$ cat config.mk
export PLATFORM = sky130hd
export DESIGN_NAME = regfile_write_arbiter
export DESIGN_NICKNAME = d
export VERILOG_FILES = /design/src/rtl/regfile_write_arbiter.sv
export SDC_FILE = /design/constraint.sdc
export NUM_CORES = 1
export LEC_CHECK = 0
export ABC_CLOCK_PERIOD_IN_PS = 6300
export BUFFER_PORTS_ARGS = -buffer_cell sky130_fd_sc_hd__buf_2
export CORE_ASPECT_RATIO = 1.1
export CORE_UTILIZATION = 45
export DETAILED_ROUTE_END_ITERATION = 8
export PLACE_DENSITY = 0.7
export RECOVER_POWER = 50
export SYNTH_ARGS = -nofsm -noshare
export SYNTH_HDL_FRONTEND = slang
export SYNTH_SLANG_ARGS = --single-unit
$ cat constraint.sdc
create_clock -name clk -period 6.3 [get_ports clk]
set_clock_uncertainty 0.15 [all_clocks]
set_input_delay 1.26 -clock clk [delete_from_list [all_inputs] [get_ports clk]]
set_output_delay 1.26 -clock clk [all_outputs]
set_load 0.01 [all_outputs]
$ cat src/rtl/regfile_write_arbiter.sv
// Arbitrates the single register-file write port between pipeline writeback and
// a buffered multi-cycle unit, with bounded-wait anti-starvation and decode hazard flags.
module regfile_write_arbiter #(
  parameter int DEPTH       = 2,
  parameter int STALL_LIMIT = 3
) (
  input  logic        clk,
  input  logic        reset,
  input  logic        wb_valid,
  output logic        wb_ready,
  input  logic [4:0]  wb_reg,
  input  logic [31:0] wb_data,
  input  logic        mc_valid,
  output logic        mc_ready,
  input  logic [4:0]  mc_reg,
  input  logic [31:0] mc_data,
  input  logic [4:0]  readreg1,
  input  logic [4:0]  readreg2,
  output logic        hazard1,
  output logic        hazard2,
  output logic        regwrite,
  output logic [4:0]  writereg,
  output logic [31:0] writedata
);

  localparam int AW = (DEPTH > 1) ? $clog2(DEPTH) : 1;
  localparam int CW = AW + 1;
  localparam int WW = (STALL_LIMIT > 0) ? $clog2(STALL_LIMIT + 1) : 1;
  localparam logic [CW-1:0] DEPTH_C = CW'(DEPTH);
  localparam logic [WW-1:0] LIMIT_C = WW'(STALL_LIMIT);

  logic [4:0]    reg_mem_r  [DEPTH];
  logic [31:0]   data_mem_r [DEPTH];
  logic [AW-1:0] rd_ptr_r;
  logic [AW-1:0] wr_ptr_r;
  logic [CW-1:0] count_r;
  logic [WW-1:0] wait_cnt_r;
  logic          regwrite_r;
  logic [4:0]    writereg_r;
  logic [31:0]   writedata_r;

  logic          fifo_empty_s;
  logic          pipe_stall_s;
  logic          wb_ready_s;
  logic          mc_ready_s;
  logic          wb_grant_s;
  logic          pop_s;
  logic          push_s;
  logic [CW-1:0] count_nxt_s;
  logic [WW-1:0] wait_nxt_s;
  logic          regwrite_nxt_s;
  logic [4:0]    writereg_nxt_s;
  logic [31:0]   writedata_nxt_s;
  logic [AW-1:0] offset_s;
  logic          entry_valid_s;
  logic          match1_s;
  logic          match2_s;

  // Grant decision: a saturated wait counter forces the FIFO head ahead of writeback.
  always_comb begin
    fifo_empty_s = (count_r == {CW{1'b0}});
    pipe_stall_s = (wait_cnt_r == LIMIT_C);
    if (reset) begin
      wb_ready_s = 1'b0;
      mc_ready_s = 1'b0;
    end else begin
      wb_ready_s = !pipe_stall_s;
      mc_ready_s = (count_r < DEPTH_C);
    end
    wb_grant_s = wb_valid & wb_ready_s;
    pop_s      = !reset & !fifo_empty_s & (pipe_stall_s | !wb_valid);
    push_s     = mc_valid & mc_ready_s & (mc_reg != 5'd0);
  end

  // Hazard search over occupied FIFO slots, including the head being popped now.
  always_comb begin
    match1_s      = 1'b0;
    match2_s      = 1'b0;
    offset_s      = {AW{1'b0}};
    entry_valid_s = 1'b0;
    for (int i = 0; i < DEPTH; i++) begin
      offset_s      = AW'(i) - rd_ptr_r;
      entry_valid_s = ({1'b0, offset_s} < count_r);
      match1_s      = match1_s | (entry_valid_s & (reg_mem_r[i] == readreg1));
      match2_s      = match2_s | (entry_valid_s & (reg_mem_r[i] == readreg2));
    end
  end

  // Next-state values for occupancy, wait counter and the write-port register.
  always_comb begin
    case ({push_s, pop_s})
      2'b10:   count_nxt_s = count_r + CW'(1);
      2'b01:   count_nxt_s = count_r - CW'(1);
      default: count_nxt_s = count_r;
    endcase
    if (pop_s || fifo_empty_s) begin
      wait_nxt_s = {WW{1'b0}};
    end else if (wb_grant_s && (wait_cnt_r < LIMIT_C)) begin
      wait_nxt_s = wait_cnt_r + WW'(1);
    end else begin
      wait_nxt_s = wait_cnt_r;
    end
    // A writeback to r0 completes its handshake but never reaches the port.
    if (wb_grant_s && (wb_reg != 5'd0)) begin
      regwrite_nxt_s  = 1'b1;
      writereg_nxt_s  = wb_reg;
      writedata_nxt_s = wb_data;
    end else if (pop_s) begin
      regwrite_nxt_s  = 1'b1;
      writereg_nxt_s  = reg_mem_r[rd_ptr_r];
      writedata_nxt_s = data_mem_r[rd_ptr_r];
    end else begin
      regwrite_nxt_s  = 1'b0;
      writereg_nxt_s  = writereg_r;
      writedata_nxt_s = writedata_r;
    end
  end

  // Control state and registered write port.
  always_ff @(posedge clk) begin
    if (reset) begin
      rd_ptr_r    <= {AW{1'b0}};
      wr_ptr_r    <= {AW{1'b0}};
      count_r     <= {CW{1'b0}};
      wait_cnt_r  <= {WW{1'b0}};
      regwrite_r  <= 1'b0;
      writereg_r  <= 5'd0;
      writedata_r <= 32'd0;
    end else begin
      rd_ptr_r    <= pop_s ? (rd_ptr_r + AW'(1)) : rd_ptr_r;
      wr_ptr_r    <= push_s ? (wr_ptr_r + AW'(1)) : wr_ptr_r;
      count_r     <= count_nxt_s;
      wait_cnt_r  <= wait_nxt_s;
      regwrite_r  <= regwrite_nxt_s;
      writereg_r  <= writereg_nxt_s;
      writedata_r <= writedata_nxt_s;
    end
  end

  // FIFO storage; contents are only meaningful within the occupied window.
  always_ff @(posedge clk) begin
    if (push_s) begin
      reg_mem_r[wr_ptr_r]  <= mc_reg;
      data_mem_r[wr_ptr_r] <= mc_data;
    end
  end

  assign wb_ready  = wb_ready_s;
  assign mc_ready  = mc_ready_s;
  assign hazard1   = !reset & (readreg1 != 5'd0) & match1_s;
  assign hazard2   = !reset & (readreg2 != 5'd0) & match2_s;
  assign regwrite  = regwrite_r;
  assign writereg  = writereg_r;
  assign writedata = writedata_r;

endmodule
== Word level (Yosys, flattened, before mapping) ==
Memories as Yosys holds them, arrays and structs flattened. A register that Yosys moved wholly into a read port is not among the register bits.
Cells that the tools add are included.
W data, S select, Z words.
Operators by class
  $add $sub $neg: 7
  order comparisons: 4
  reduce and logical (&&, ||, !) cells: 15
  multiplexer cells: 15
  bitwise logic cells: 16
  eq/ne operators: 7
Operator list (count)
  $mux W32: 2
  $eq A5 B5 Y1: 4
  $reduce_bool A5 Y1: 4
  $and A1 B1 Y1: 13
  $mux W1: 10
  $mux W5: 2
  $add A2 B1 Y2 const B: 2
  $eq A2 B2 Y1 const B: 2
  $logic_not A1 Y1: 4
  $lt A1 B2 Y1: 2
  $lt A2 B2 Y1 const B: 2
  $pmux W2 S2: 1
  $reduce_bool A2 Y1: 2
  $or A1 B1 Y1: 3
  $add A1 B1 Y1 const B: 2
  $eq A2 B1 Y1 const B: 1
  $logic_and A1 B1 Y1: 2
  $logic_not A2 Y1: 1
  $reduce_or A2 Y1: 1
  $sub A1 B1 Y1 const A: 2
  $sub A2 B1 Y2 const B: 1
  $logic_or A1 B1 Y1: 1
Storage, ports and cells
  register bits after elaboration: 44
  input port bits: 88
  word-level logic and storage cells: 73
  memories kept: 2
  RAM bits: 74
Memories
  data_mem_r: words 2, bits a word 32, rd ports 1, clocked after memory_dff 1, write ports 1, RTL line 33  | logic [31:0] data_mem_r [DEPTH];
  reg_mem_r: words 2, bits a word 5, rd ports 3, clocked after memory_dff 1, write ports 1, RTL line 32  | logic [4:0] reg_mem_r [DEPTH];

== Depth between registers and ports, before layout ==
Gate-level depths: netlist of the first run.
  depth after elaboration: 6
  depth in mapped cells: 8
  mapped depth without buffers: 7

== Worst setup path before layout of the first run ==
No wires, ideal clock.
  path kind: input-to-reg
  start point: input reset
  end point: memory data_mem_r[0][0], enable pin
  setup slack: 2.288 ns
  data required time: 5.719 ns
  path buffers: 1
  cell stages on the path: 4
  library setup time: 0.431 ns
  data arrival time: 3.431 ns
  path through: buf_2 > nor2_1 > o211ai_2 > nor2_1
Between the ends
  cells in the longest elaborated chain, start to end: 5
RTL lines
  from (decl): RTL line 8  | input logic reset,
  $mux W1: RTL line 63  | if (reset) begin
  named net mc_ready: RTL line 14  | output logic mc_ready,
  $and A1 B1 Y1 (2 in a row): RTL line 72  | push_s = mc_valid & mc_ready_s & (mc_reg != 5'd0);
  $mux W1: RTL line 142  | if (push_s) begin
  $mux W1 (not written as such): RTL line 144  | data_mem_r[wr_ptr_r] <= mc_data;
  to (decl): RTL line 33
The timed path passes the listed nets, and every way through them passes these cells.

== Worst setup path in the final report of the first run ==
  start point: input reset
  end point: register count_r[1]
Between the ends
  cells in the longest elaborated chain, start to end: 5
  elaborated cells between the ends (all ways): 10
  classes of those cells: eq/ne: 2; mux: 2; bitwise: 4; reduce/logical: 2
RTL lines
  $mux W1 or $logic_not A1 Y1 (tied branches): RTL line 63, 71
  $and A1 B1 Y1 (on tied branches) (2 in a row): RTL line 72, 71
  $eq A2 B1 Y1 or $eq A2 B2 Y1 (tied branches): RTL line 91  | case ({push_s, pop_s})
  $pmux W2 S2 or $reduce_bool A2 Y1 (tied branches)
  to (signal assigned): RTL line 124  | count_r <= {CW{1'b0}};
  to (signal assigned): RTL line 132  | count_r <= count_nxt_s;
  to (decl): RTL line 36  | logic [CW-1:0] count_r;
Several ways; a longest one is shown, not always the timed one.
A chain may end at the register's enable or synchronous reset.

==> results of run 1 <==
## state kept, by name, indices dropped and copies added (netlist names), 2 cells and up, named ones only
name,flops
count_r,2
reg_mem_r,10
wait_cnt_r,2
data_mem_r,64
writereg,5
writedata,32
## per-layer routing
| layer | vias up | share of wire [%] | wire [um] |
|---|---|---|---|
| met5 | - | 0 | 0 |
| met4 | 0 | 1.7 | 182 |
| met3 | 15 | 5.3 | 571 |
| met2 | 111 | 51 | 5453 |
| met1 | 1615 | 42 | 4522 |
| li1 | 1632 | - | - |
## power by group through the flow
stage,combinational (mW),clock (mW),sequential [mW]
6_report,0.196,0.838,0.902
5_1_grt,0.216,0.885,0.907
4_1_cts,0.204,0.853,0.902
3_5_place_dp,0.202,0,0.917
3_3_place_gp,0.198,0,0.915
2_1_floorplan,0.125,0,0.914
## cells in the mapped netlist (2+ instances only)
cell type,count
buf_8,2
clkbuf_1,9
o21ai_0,17
dfxtp_1,45
nand2_1,2
buf_2,9
or3_1,2
a22oi_1,36
a221oi_1,2
xor2_1,15
nand3_1,2
ha_1,2
nor4_1,2
xnor2_1,9
a21o_1,2
mux2_2,36
nor3_1,2
o21ai_1,20
nand4_1,2
nor2_1,16
inv_1,3
edfxtp_1,74
a21oi_1,38
buf_4,3
## metrics by stage
stage / utilization, % / hold slack (ns) / instances / setup slack, ns / power [mW]
4_1_cts: 58.39 / 0.2743 / 644 / 2.304 / 1.959
5_1_grt: 57.66 / 0.2955 / 644 / 1.105 / 2.008
2_1_floorplan: - / 0.2461 / 363 / 2.288 / 1.039
6_report: 57.66 / 0.2727 / 644 / 1.422 / 1.936
3_5_place_dp: 53.39 / 0.2668 / 613 / 2.307 / 1.119
3_3_place_gp: 53.39 / 0.2566 / 613 / 2.327 / 1.112
## area by class of cell
class                           instances  share of cell area (%)
Multi-Input combinational cell        217                   26.50
Inverter                                3                  0.1870
Clock buffer                           26                   8.292
Timing Repair Buffer                  131                   9.788
Clock inverter                          5                  0.3741
Sequential cell                       119                   51.89
Tap cell                              143                   2.972
## critical path: stages
cell,delay [ns]
clkbuf_1,0.60
buf_4,0.53
nor3b_4,0.22
clkbuf_1,1.39
ha_1,0.47
or3_1,0.37
a21oi_1,0.14
## path summary, 6_finish.rpt
check	end	cells after the start	slack, ns	start
hold / removal	wait_cnt_r[0]	1	0.27	wait_cnt_r[0]
hold reg to reg	wait_cnt_r[0]	1	0.27	wait_cnt_r[0]
setup reg to reg	count_r[1]	7	2.78	wait_cnt_r[0]
setup / recovery	count_r[1]	7	1.42	reset
## cell families (layout without fill, tap and decap cells)
| logic type | Yosys count | in the layout | share of synthesized area [%] |
|---|---|---|---|
| buf+inv | 27 | 165 | 3.174 |
| flops | 119 | 119 | 64.41 |
| fa+ha+maj | 2 | 2 | 0.5160 |
| simple gates | 35 | 35 | 3.975 |
| mux | 37 | 37 | 8.568 |
| compound gates | 119 | 119 | 15.02 |
| xor+xnor | 24 | 24 | 4.336 |
==> results.cfg, run 1 <==
[logic_synthesis]
post-synth-top-area-cell = edfxtp_1
post_synth_inst_count = 363
asyncSetResetFlopFracSynth_pct = 0
post_synth_edffs = 74
avgSynthCellArea_um2 = 13.36
yosysUniqueCellTypes = 37
yosysWarningCount = 0
top_area_cells_in_the_synthesized_netlist = edfxtp_1 (46%), dfxtp_1 (19%), mux2_2 (8.4%)
yosys_most_used_dff = edfxtp_1
synthesis.nets = 453
share_of_synthesized_area_occupied_by_flip_flops_and_latches_pct = 64.41
post_synth_instance_area_um2 = 4848
ys_seq_elements = 119
synthDominantCellAreaShare_pct = 45.83

[final_layout]
seq_area_um2 = 3124
syn_to_final_growth_pct = 24.18
total_area_of_multi_input_combinational_cells_um2 = 1595
drive_gt1_share_pct = 28.94
design.final.nets = 579
antenna_cells = 0
n_fill_cell = 945
layout_common_cells = buf_2 (75), edfxtp_1 (74), clkbuf_1 (60)
final_cell_area_um2 = 6021
final_common_cell = buf_2

[floorplanning]
core.rowCount = 39
num_io_pins = 130
die_width_um = 101.0
initial_utilization_pct = 46.43
die_boundary_height_um = 110.9
floorplan.die_area_um2 = 11190
core_area_um2 = 10440

[routing]
count_of_antenna_violating_nets_left_after_detailed_routing = 0
detail_route.drc_violations = 0
detailedRoute.firstIterationViolations = 154
post_drt_wl_per_cell_um = 16.66
final_wirelength_um = 10730
via_per_inst = 5.238
vias = 3373
drt_pass_1_iters = 4

[job]
drv_cap = 2

[timing]
max-slew-margin-rel_pct = -28.65
finalCritPeriodShare_pct = 77.43
slew_viol_final = 83
tightestPinTransition_ns = 1.930
finalSetupViolations = 0
report.final.hold_viol_count = 0
rsz0062_at_grt = no
period_needed_ns = 4.878
max_freq_mhz = 205.0
timing.setup.tns_ns = 0

[global_route]
grt.overflow.total = 0
grt_start_max_net_pins = 45
antenna_found_initial = 0
layer_carrying_the_most_global_route_usage = met2
grt_use_total_pct = 20.03
grtUsageMet3_pct = 5.359
first_pass_grt_wire_length_um = 16870
grt_pass1_vias = 3425
grt.met2_usage_pct = 33.47
met1_usage_pct = 24.47

[cts]
postCtsHoldBufs = 0
tritoncts = yes
cts_buffer_depth = 2
clk_root_buffer_cell = clkbuf_16
postCtsSetupRepairBufs = 0
cts.reportedPaths.clkPinSlew_ns = 0.05
clkLatencyLatePin_ns = 0.40
cts_sink_cnt = 119
ctsResizeCount = 0
tritoncts.num_buffers = 17
htree_levels = 4

[placed_design]
dp.final_hpwl_um = 6967
number_of_buffers_added_on_ports = 129
dpl_cell_area_um2 = 5575
globalplace.congestion = 0.8017

[worst_setup_path]
startpoint_type = input pin
critPathKind = input pin to register
worst-path-max-fanout = 44
critPathRequiredTime_ns = 6.46
worst-endpoint-arrival_ns = 5.03
cp-end-kind = register

[pwr]
p_comb_share_pct = 10.1
power.internal_mw = 1.496
power.share.sequential_pct = 46.6
power_density_nw_per_um2 = 321.5
power.switching_mw = 0.4399
power_switching_share_pct = 22.72
ir_drop_worst_case_vdd_mv = 0.1631
p_leak_nw = 2.124
clock_network_fraction_of_total_power_pct = 43.3

[status]
status = complete, but fails checks
violated_checks = max-capacitance violations, max-slew violations

[worst_hold_path]
type_of_the_most_critical_hold_path = register to register
Power figures use the tool's default switching activity.
==> inputs of run 2 (changes only) <==
- ABC_CLOCK_PERIOD_IN_PS: 6300 -> 4400
- PLACE_DENSITY: 0.7 -> 0.73
- clock period: 6.3 -> 4.4 ns (I/O delays scaled with it)
==> run 2 against run 1 <==
  * Critical path depth is 1 lower
  * Via count rose by 2.1%
  * Hold slack got worse by 0.0055 ns
  * Sequential share of layout area is 0.46 points lower
  * The run still ends with max-capacitance violations, max-slew violations left
  * Final cell count up 0.31%
  * Combinational power rose by 42%
  * First-iteration DRC count is 7.8% higher
  * Routed wire length grew 1.3%
  * Clock-buffer cell count fell by 2
  * Sequential power grew 43%
==> results.cfg, run 2 (synthesis results as in run 1) <==
[routing]
final_wirelength_um = 10870
drt_pass_1_iters = 6
vias = 3444
count_of_antenna_violating_nets_left_after_detailed_routing = 0
via_per_inst = 5.331
detail_route.drc_violations = 0
detailedRoute.firstIterationViolations = 166
post_drt_wl_per_cell_um = 16.83

[pwr]
ir_drop_worst_case_vdd_mv = 0.2732
power.internal_mw = 2.280
clock_network_fraction_of_total_power_pct = 46.7
power.share.sequential_pct = 43.8
power_switching_share_pct = 22.50
p_comb_share_pct = 9.5
p_leak_nw = 2.150
power.switching_mw = 0.6620
power_density_nw_per_um2 = 484.2

[cts]
postCtsHoldBufs = 0
htree_levels = 4
tritoncts.num_buffers = 17
clkLatencyLatePin_ns = 0.40
clk_root_buffer_cell = clkbuf_16
cts_sink_cnt = 119
cts.reportedPaths.clkPinSlew_ns = 0.05
cts_buffer_depth = 2
ctsResizeCount = 0
tritoncts = yes
postCtsSetupRepairBufs = 0

[placed_design]
dp_slack_ns = 1.328
number_of_buffers_added_on_ports = 129
placed_cells_incl_taps = 614
globalplace.congestion = 0.7748
dp.final_hpwl_um = 6889

[timing]
report.final.hold_viol_count = 0
max_freq_mhz = 294.9
tightestPinTransition_ns = 1.971
max-slew-margin-rel_pct = -31.40
rsz0062_at_grt = no
slew_viol_final = 39
setup_ws_ns = 1.009
finalCritPeriodShare_pct = 77.08
finalSetupViolations = 0
timing.setup.tns_ns = 0
period_needed_ns = 3.391
hold_ws_ns = 0.2672

[final_layout]
final_common_cell = edfxtp_1
n_fill_cell = 926
design.final.nets = 580
seq_area_um2 = 3124
postLayoutCoreUtil_pct = 58.17
total_area_of_multi_input_combinational_cells_um2 = 1573
antenna_cells = 0
largest_register_ffs = 64
finalNonFillerCells = 646
largest_register = data_mem_r
layout_common_cells = edfxtp_1 (74), buf_2 (71), clkbuf_1 (62)
syn_to_final_growth_pct = 25.29
drive_gt1_share_pct = 28.83

[floorplanning]
floorplan.die_area_um2 = 11190
num_io_pins = 130
core.rowCount = 39
core_area_um2 = 10440
die_width_um = 101.0
initial_utilization_pct = 46.43
die_boundary_height_um = 110.9

[status]
violated_checks = max-capacitance violations, max-slew violations
status = complete, but fails checks

[worst_setup_path]
cp-end-kind = register
worst-endpoint-arrival_ns = 3.56
worst-path-max-fanout = 43
crit_path_max_incr_delay_ns = 1.45
critical_path_buffer_and_inverter_count = 3
critPathKind = input pin to register
crit_slowest_cell = clkbuf_1
critical_path.cell_chain = buf_2, buf_4, nor3b_1, clkbuf_1, a22oi_1, a21oi_1
cpLargestDelayFamily = buffers and inverters
startpoint_type = input pin
critPathRequiredTime_ns = 4.57

[global_route]
grt_start_max_net_pins = 44
antenna_found_initial = 0
grt_use_total_pct = 20.59
grt.overflow.total = 0
first_pass_grt_wire_length_um = 16950
grt_pass1_vias = 3499

[job]
drv_cap = 1

[worst_hold_path]
type_of_the_most_critical_hold_path = register to register
run 2: cell types whose count changed in the layout (fill, tap and decap cells not counted), moves of 2 or more:
cell	previous run	this run
nor3b_4	2	0
nor3b_1	0	2
clkbuf_1	60	62
inv_4	0	2
buf_2	75	71
bufinv_16	0	2
clkinv_1	2	0
run 2: path summary, 6_finish.rpt:
path                            cells after the start           from             to  slack [ns]
worst max-delay path                                6          reset    writereg[1]        1.01
worst min-delay path                                1  wait_cnt_r[0]  wait_cnt_r[0]        0.27
worst min register to register                      1  wait_cnt_r[0]  wait_cnt_r[0]        0.27
worst max register to register                      6  wait_cnt_r[0]    writereg[1]        1.29
run 2: power groups by stage:
stage | clock [mW] | combinational (mW) | sequential, mW
after floorplan | 0 | 0.179 | 1.31
after global placement | 0 | 0.283 | 1.31
after detailed placement | 0 | 0.291 | 1.31
after CTS | 1.39 | 0.294 | 1.29
after global routing | 1.44 | 0.305 | 1.30
final | 1.37 | 0.278 | 1.29
run 2: per-stage QoR:
step                cell area, um2  total power, mW
floorplan                     4848            1.488
global placement              5583            1.592
detailed placement            5583            1.603
CTS                           6178            2.974
global route                  6075            3.045
finish                        6075            2.942
run 2: layout make-up:
type                            count  share of cell area, %
Clock inverter                      8                  1.524
Tap cell                          143                  2.945
Clock buffer                       24                  8.280
Multi-Input combinational cell    217                  25.89
Inverter                            3                 0.1854
Sequential cell                   119                  51.43
Timing Repair Buffer              132                  9.743
run 2: worst register-to-register path, stage by stage, from the launching register on:
cell and delay [ns]:
dfxtp_1 0.33, ha_1 0.21, nor2b_1 0.11, nor3b_1 0.26, clkbuf_1 1.45, a22oi_1 0.30
a21oi_1 0.23
run 2: layer usage:
layer | global-route usage, % | up-vias | part of all wire, %
met5 | 0 | - | 0
met4 | 8.019 | 0 | 1.5
met3 | 6.810 | 13 | 5.4
met2 | 34.93 | 119 | 52
met1 | 23.84 | 1672 | 41
li1 | - | 1640 | -
==> inputs of run 3 (changes only) <==
- ABC_AREA: unset -> 1
- ABC_CLOCK_PERIOD_IN_PS: 4400 -> 3300
- PLACE_DENSITY: 0.73 -> 0.69
- clock period: 4.4 -> 3.3 ns (I/O delays scaled with it)
==> run 3 against run 2 <==
  * The flow now finishes without violations
  * Register-to-register slack lost 0.48 ns
  * Clock-buffer cell count shrank 7
  * Non-clock buffer count grew 7
  * Total power grew 35%
  * Setup slack lost 0.20 ns
  * Via count grew 28%
  * Critical endpoint is now count_r[1]
  * First-iteration DRC count grew 37%
  * Area after synthesis grew 11%
  * Design area grew 9.0%
==> results.cfg, run 3 <==
[pwr]
power_density_nw_per_um2 = 601.5
p_leak_nw = 2.874
ir_drop_worst_case_vdd_mv = 0.3326
fin_total_pwr_mw = 3.984

[timing]
slew_viol_final = 0
finalSetupViolations = 0
tightestPinTransition_ns = 0.9420
timing.setup.tns_ns = 0
setup_ws_ns = 0.8051
finalCritPeriodShare_pct = 75.60
max_freq_mhz = 400.8
max-slew-margin-rel_pct = 37.20
hold_ws_ns = 0.2760
period_needed_ns = 2.495
rsz0062_at_grt = no
report.final.hold_viol_count = 0

[floorplanning]
die_width_um = 106.3
num_io_pins = 130
die_boundary_height_um = 116.7
floorplan.die_area_um2 = 12410
initial_utilization_pct = 46.67
core.rowCount = 41
core_area_um2 = 11540

[routing]
drt_pass_1_iters = 5
final_wirelength_um = 12730
via_per_inst = 4.941
detailedRoute.firstIterationViolations = 227
post_drt_wl_per_cell_um = 14.23
vias = 4417
count_of_antenna_violating_nets_left_after_detailed_routing = 0
detail_route.drc_violations = 0

[global_route]
grt_use_total_pct = 21.61
grt.overflow.total = 0
grt_start_max_net_pins = 41
antenna_found_initial = 1
grt_pass1_vias = 4200
first_pass_grt_wire_length_um = 20340

[worst_hold_path]
min-delay-start = wait_cnt_r[0]
type_of_the_most_critical_hold_path = register to register
worst_hold_path.endpoint = wait_cnt_r[0]
hold_depth = 1

[placed_design]
globalplace.congestion = 0.8110
dp_slack_ns = 0.6456
dp.final_hpwl_um = 8598
number_of_buffers_added_on_ports = 129
dpl_cell_area_um2 = 6095
placed_cells_incl_taps = 862

[final_layout]
total_area_of_multi_input_combinational_cells_um2 = 1841
n_fill_cell = 1066
final_common_cell = nand2_1
largest_register_ffs = 64
postLayoutCoreUtil_pct = 57.39
layout_common_cells = nand2_1 (177), nand3_1 (112), edfxtp_1 (74)
largest_register = data_mem_r
drive_gt1_share_pct = 16.67
design.final.nets = 821
syn_to_final_growth_pct = 22.97
final_cell_area_um2 = 6624
seq_area_um2 = 3124
antenna_cells = 0
finalNonFillerCells = 894

[worst_setup_path]
r2r_cells = 10
reg2reg_to = count_r[1]
worst-endpoint-arrival_ns = 2.61
crit_path_max_incr_delay_ns = 0.47
worst_r2r_startpoint = wait_cnt_r[0]
critPathRequiredTime_ns = 3.41
critical_path.cell_chain = ha_1, inv_1, nand2_2, nand2_4, inv_2, ha_1, a21oi_1, o21ai_0, xor2_1, nor2_1
worst_path_most_repeated_cell = ha_1
worst-path-max-fanout = 40
critPathKind = register to register
regToRegSetupSlack_ns = 0.81
cp-end-kind = register
crit_slowest_cell = nand2_4
startpoint_type = register

[logic_synthesis]
post_synth_most_frequent_cells = nand2_1 (177), nand3_1 (112), edfxtp_1 (74)
avgSynthCellArea_um2 = 8.859
top_area_cells_in_the_synthesized_netlist = edfxtp_1 (41%), dfxtp_1 (17%), nand2_1 (12%)
share_of_synthesized_area_occupied_by_flip_flops_and_latches_pct = 57.98
post-synth-top-area-cell = edfxtp_1
post_synth_instance_area_um2 = 5386
post_synth_inst_count = 608
synthesis.nets = 698
asyncSetResetFlopFracSynth_pct = 0
ys_seq_elements = 119
post_synth_edffs = 74
yosys_most_used_dff = edfxtp_1
yosysUniqueCellTypes = 28
yosys.cell_count.top_type = nand2_1
synthDominantCellAreaShare_pct = 41.25
yosysWarningCount = 0

[cts]
tritoncts.num_buffers = 17
htree_levels = 4
cts_buffer_depth = 2
clkLatencyLatePin_ns = 0.40
tritoncts = yes
cts.reportedPaths.clkPinSlew_ns = 0.06
cts_sink_cnt = 119
ctsResizeCount = 0
postCtsSetupRepairBufs = 0
clk_root_buffer_cell = clkbuf_16
postCtsHoldBufs = 0

[job]
drv_cap = 0

[status]
status = completed
## run 3: changes by cell type in the layout (fill, tap and decap cells not counted), moves of 4 or more
cell,previous run,this run
buf_4,2,9
clkinv_4,0,5
xor2_1,15,11
nor2_1,14,25
clkbuf_1,62,57
inv_1,3,57
mux2_2,36,0
nand3_1,2,112
xnor2_1,9,0
a21oi_1,38,44
a22oi_1,36,0
o21ai_0,17,7
nand2_1,2,177
o21ai_1,20,1
## run 3: layout make-up
class	count	area share (%)
Tap cell	150	2.833
Timing Repair Buffer	139	9.766
Sequential cell	119	47.17
Multi-Input combinational cell	395	27.79
Clock buffer	17	6.422
Clock inverter	15	2.682
Inverter	59	3.343
## run 3: worst max-delay path by stage
stage	start	end	slack, ns	depth (start not counted)
3_5_place_dp	reset	count_r[1]	0.65	9
2_1_floorplan	reset	data_mem_r[0][0]	0.58	4
4_1_cts	wait_cnt_r[0]	count_r[1]	0.81	10
6_report	wait_cnt_r[0]	count_r[1]	0.81	10
5_1_grt	wait_cnt_r[0]	count_r[1]	0.61	10
3_3_place_gp	reset	count_r[1]	0.66	9
## run 3: routing by layer
layer  global-route usage [%]  up-vias  share of wire, %
met3                    4.353        8               7.1
met5                        0        -                 0
met4                    8.796        0              0.86
met1                    27.12     2005                42
li1                         -     2253                 -
met2                    36.71      151                50
## run 3: power breakdown
| group | switching [mW] | internal [mW] |
|---|---|---|
| registers | 0.0412 | 1.66 |
| logic | 0.271 | 0.146 |
| clock network | 0.671 | 1.19 |
## run 3: worst max-delay path: cells and delay by family, from the launching register on
family / cells / cell delay [ns]
adder cells (fa/ha/maj): 2 / 0.55
AND/OR/NAND/NOR: 3 / 0.77
flip-flops: 1 / 0.31
AO/OA/AOI/OAI: 2 / 0.24
XOR/XNOR: 1 / 0.16
buffers and inverters: 2 / 0.18
## run 3: kinds of logic after synthesis
kind of cell / Yosys count / synth area share (%)
and+or+nand+nor: 328 / 26.57
DFF: 119 / 57.98
buffers and inverters: 94 / 8.084
AOI/OAI and AO/OA: 54 / 5.110
xor gates and xnor gates: 11 / 1.789
adders and majority gates: 2 / 0.4645
